**config.mk**
```make
export PLATFORM = sky130hd
export DESIGN_NAME = clk_div_buf
export DESIGN_NICKNAME = d
export VERILOG_FILES = /design/src/rtl/clk_div_buf.sv
export SDC_FILE = /design/constraint.sdc
export NUM_CORES = 1
export LEC_CHECK = 0
export CAP_MARGIN = 20
export CORE_MARGIN = 2
export CORE_UTILIZATION = 54
export DETAILED_ROUTE_END_ITERATION = 6
export PLACE_DENSITY = 0.76
export REMOVE_ABC_BUFFERS = 1
export SYNTH_ARGS = -nofsm -noshare
export SYNTH_HDL_FRONTEND = slang
export SYNTH_SLANG_ARGS = --single-unit
```
**constraint.sdc**
```tcl
create_clock -name I -period 2.3 [get_ports I]
set_clock_uncertainty 0.2 [all_clocks]
set_input_delay 0.46 -clock I [delete_from_list [all_inputs] [get_ports I]]
set_output_delay 0.46 -clock I [all_outputs]
set_load 0.05 [all_outputs]
```
**src/rtl/clk_div_buf.sv**
```systemverilog
// clk_div_buf: reference-clock buffer with per-channel glitch-free programmable dividers
module clk_div_buf #(
  parameter int NUM_CH    = 2,
  parameter int DIV_W     = 4,
  parameter int DIV_RESET = 2
) (
  input  logic                    I,
  input  logic                    CLR,
  input  logic                    IB,
  input  logic                    CEB,
  output logic                    O,
  input  logic [NUM_CH-1:0]       CE,
  input  logic [NUM_CH*DIV_W-1:0] DIV,
  output logic [NUM_CH-1:0]       ODIV,
  output logic [NUM_CH-1:0]       TC,
  output logic [NUM_CH-1:0]       RUN
);
  typedef enum logic {S_IDLE, S_RUN} state_t;
  logic unused;
  assign unused = IB;
  assign O = CEB ? 1'b0 : I;
  for (genvar k = 0; k < NUM_CH; k++) begin : g_ch
    state_t st;
    logic [DIV_W-1:0] cnt, dl, d_raw, deff, cnt1;
    logic [DIV_W:0] h;
    logic last, odiv, tc, run;
    assign d_raw = DIV[k*DIV_W +: DIV_W];
    assign deff  = (d_raw[DIV_W-1:1] == '0) ? DIV_W'(2) : d_raw;
    assign h     = ({1'b0, dl} + 1'b1) >> 1;
    assign cnt1  = cnt + 1'b1;
    assign last  = cnt == dl - 1'b1;
    always_ff @(posedge I)
      if (CLR) begin
        st   <= S_IDLE;
        cnt  <= '0;
        dl   <= DIV_W'(DIV_RESET);
        odiv <= 1'b0;
        tc   <= 1'b0;
        run  <= 1'b0;
      end else if (st == S_IDLE) begin
        tc <= 1'b0;
        if (CE[k]) begin
          st   <= S_RUN;
          cnt  <= '0;
          dl   <= deff;
          odiv <= 1'b1;
          run  <= 1'b1;
        end
      end else if (!last) begin
        cnt  <= cnt1;
        odiv <= {1'b0, cnt1} < h;
        tc   <= cnt1 == dl - 1'b1;
      end else if (CE[k]) begin
        cnt  <= '0;
        dl   <= deff;
        odiv <= 1'b1;
        tc   <= 1'b0;
      end else begin
        st   <= S_IDLE;
        cnt  <= '0;
        odiv <= 1'b0;
        tc   <= 1'b0;
        run  <= 1'b0;
      end
    assign ODIV[k] = odiv;
    assign TC[k]   = tc;
    assign RUN[k]  = run;
  end
endmodule
```
# --- Word-level counts from Yosys, hierarchy flattened ---
# Cells that the tools add are included.
word_totals:
  reg_bits: 24
  in_bits: 14
  wordCells: 71
  out_inout_bits: 7
op_classes:
  n_bitwise: 2
  n_addsub: 6
  n_eq_ne: 8
  magnitude_cmp: 2
  reduce_logical: 8
  n_mux: 33
ops:
  columns: ["op", "count"]
  rows:
  - ["4-bit 2-to-1 mux", 14]
  - ["1-bit 2-to-1 mux", 19]
  - ["4-bit equality test", 4]
  - ["4-bit by 1-bit adder with 5-bit output, second input constant", 2]
  - ["4-bit by 1-bit adder with 4-bit output, second input constant", 2]
  - ["4-bit < comparator", 2]
  - ["4-bit by 1-bit subtractor with 4-bit output, second input constant", 2]
  - ["3-bit logical NOT", 2]
  - ["3-bit AND reduction", 2]
  - ["3-bit OR reduction", 2]
  - ["2-bit by 1-bit inequality test with 1-bit output, second input constant", 2]
  - ["2-bit inequality test, second input constant", 2]
  - ["2-bit nonzero test", 2]
  - ["1-bit inverter", 2]

# --- Longest topological paths before layout ---
logic_depth:
  depth_word: 5
  mapped_depth: 8
  mapped_depth_nobuf: 8

==> metrics.txt <==
total congestion overflow=0; Yosys warning total=0; clock insertion delay at the later pin of the skew report=0.44 ns; vias after detailed routing=1,312; final hold violation count=0; number of distinct library cells after synthesis=43; async set or reset register ratio after synthesis=0%; number of inserted filler cells in the final layout=224; Pre-antenna DRT Iters=4; crit-path max cell delay=0.79 ns; final period demand of the worst path=2.24 ns; vertical die dimension=58.2 um; combined area of the multi-input logic cells=1010 um^2; area growth from synthesis to layout=16.8%; worst-case setup slack after placement=-0.297 ns; sequential-to-total area share from yosys stat=30.2%; number of diodes=0; Initial Utilization=57.1%; Cell Count, Final, Fillers Out=224; Worst EP arrival=1.58 ns; Syn Std Cell Area=1590 um^2; met2 WL=1490 um; main combinational cell family by area after synthesis=simple AND/OR/NAND/NOR gates; Setup crit end kind=primary output; Cell Pwr Density=625 nW/um^2; part of the cycle the worst path needs=97.5%; count of mapped cells out of synthesis=175; area of all sequential standard cells=482 um^2; max capacitance violation total=0; Critical Path Slowest Stage Cell=clkdlybuf4s50_1; type of the worst setup path=flop to primary output; clock-pin slew reported for the worst setup and hold paths after clock tree synthesis=0.13 ns; leakage dissipation=0.854 nW; vias in the first global route=1,319; Vias/cell=5.86; highest-count cells in the layout ignoring fill and taps=dfxtp_1, nor2_1, xnor2_1; Post-Place Cells=219; largest voltage drop on the vdd net=0.000505 V; critical register-to-register path startpoint=g_ch[1].cnt[1]$_SDFFE_PP0P_; simple logic cell fraction of the synthesized area=18.7%; area fraction in compound gates after synthesis=15.0%; cell type group with the largest total delay on the critical path=buffers and inverters; fmax=0.446 GHz; Yosys reg bits=24; TritonCTS clock tree=yes; met1 WL=1380 um; fraction of final layout cells sized beyond drive strength 1=11.4%; Routed wire per std cell=14.0 um; wire length of the first global-routing pass=5290 um; setup violation total in the final timing report=0; number of enable flip-flop cells after synthesis=0; number of max-slew violations in the final report=0; port bufs=19; global routing usage summed across all routing layers=20.8%; relative slew slack=65.5%; Most used DFF post-synth=dfxtp_1; First DRT Iteration DRCs=38; Buffers & Inverters on Critical Path=1; average size of a mapped cell=9.08 um^2; hold-fix buffer count after cts=0; startpoint types=flop; count of standard-cell rows=19; Worst Tran Pin Value=0.517 ns; Antenna Violating Nets Remaining=0; first element of the critical path=g_ch[1].tc$_SDFF_PP0_; Critical Path, Cell by Cell=clkdlybuf4s50_1; WP data required=1.64 ns; detailed-route wire length=3140 um; top layer used by detailed routing=met4; result of the run=finished, final reports clean; unrepaired setup endpoints after global routing=false; Synth Area in XOR/XNOR=16.1%; standard cell core area=2780 um^2; final worst slack=0.0579 ns; HPWL after DPL=2450 um; met3 wirelength from detailed routing=217 um; number of antenna violations at the first check in global routing=0; routability cong.=0.914; number of primary I/O pins=21; HP Class=flop to flop; number of nets in the final layout=221; DRC viols=0; start point of the worst hold path=g_ch[0].cnt[2]$_SDFFE_PP0P_; Horiz. Die Dim=58.2 um; worst-path maximum fanout=1; fraction of synthesized area in multiplexers=3.15%; overall die area=3390 um^2; post-synthesis adder-cell area fraction=9.45%; pin count of the biggest net entering global routing=20; most frequent standard cell in the layout excluding fill and tap cells=dfxtp_1
## layer usage
layer  vias up  GRT usage (%)
met3         6           5.80
met5         -              0
met4         0           12.0
met2        44           34.6
met1       614           24.0
li1        648              -
## cells in the mapped netlist, drive strengths merged, types with 2 or more instances
| library cell | number | share of area, % |
|---|---|---|
| o21ai | 2 | 0.63 |
| nand2b | 2 | 0.79 |
| a21boi | 2 | 0.94 |
| mux2i | 5 | 3.1 |
| o211ai | 2 | 0.94 |
| and3 | 2 | 0.79 |
| ha | 12 | 9.4 |
| a21oi | 4 | 1.3 |
| a31oi | 3 | 1.2 |
| nand3 | 13 | 4.4 |
| o211a | 3 | 1.9 |
| nor2 | 17 | 4.0 |
| xnor2 | 15 | 8.3 |
| nand4b | 2 | 1.1 |
| o31ai | 3 | 1.4 |
| buf | 9 | 4.2 |
| nor3 | 7 | 2.5 |
| o21a | 2 | 0.94 |
| inv | 9 | 2.1 |
| xor2 | 9 | 5.0 |
| clkbuf | 4 | 1.0 |
| nor2b | 3 | 1.2 |
| or2 | 2 | 0.79 |
| nor4 | 2 | 0.79 |
| o31a | 3 | 1.7 |
| nand2 | 5 | 1.3 |
| dfxtp | 24 | 30 |
## area by class of cell
cell class,instances,area share [%]
multi-input cells,129,54.3
flip-flops and latches,24,26.0
repair buffers,25,13.2
clock buffers,6,2.63
well taps,31,2.09
inverters,9,1.82
## path summary, 6_finish.rpt
check / slack (ns) / cells past startpoint / end
max: 0.06 / 1 / TC[1]
min reg2reg: 0.32 / 2 / g_ch[0].cnt[2]$_SDFFE_PP0P_
min: 0.32 / 2 / g_ch[0].cnt[2]$_SDFFE_PP0P_
max reg2reg: 0.08 / 7 / g_ch[1].odiv$_SDFFE_PP0P_
## timing repair
| action | in CTS | in global routing |
|---|---|---|
| setup endpoints to repair | 2 | 6 |
| setup buffers | 0 | 0 |
| pin swaps | 0 | 1 |
| gates resized for setup | 9 | 7 |
## cells by family after synthesis
logic type | after synthesis
mux | 5
compound gates | 29
fa+ha+maj | 12
xor+xnor | 26
simple gates | 57
buf+inv | 22
flops | 24
## stage by stage
step | hold WS [ns] | utilization [%] | power (mW) | area [um^2] | setup TNS (ns)
6_report | 0.319 | 66.7 | 1.16 | 1860 | 0
5_1_grt | 0.340 | 66.7 | 1.22 | 1860 | 0
4_1_cts | 0.324 | 65.9 | 1.16 | 1830 | 0
3_5_place_dp | 0.296 | 64.3 | 0.904 | 1790 | -0.297
3_3_place_gp | 0.282 | 64.3 | 0.890 | 1790 | -0.297
2_1_floorplan | 0.265 | - | 0.773 | 1510 | 0
## flip-flops by register name (all words and copies together) (netlist names)
signal,flops
g_ch.cnt,8
g_ch.dl,8
g_ch.odiv,2
g_ch.run,2
g_ch.st,2
g_ch.tc,2
## power breakdown
| group | total (mW) | internal, mW | switching, mW | leakage (nW) |
|---|---|---|---|---|
| clock network | 0.324 | 0.137 | 0.187 | 0.0364 |
| logic | 0.353 | 0.164 | 0.189 | 0.621 |
| registers | 0.482 | 0.447 | 0.0353 | 0.197 |
| total | 1.16 | 0.749 | 0.411 | 0.854 |
No activity file was read; power rests on OpenSTA's default activity.
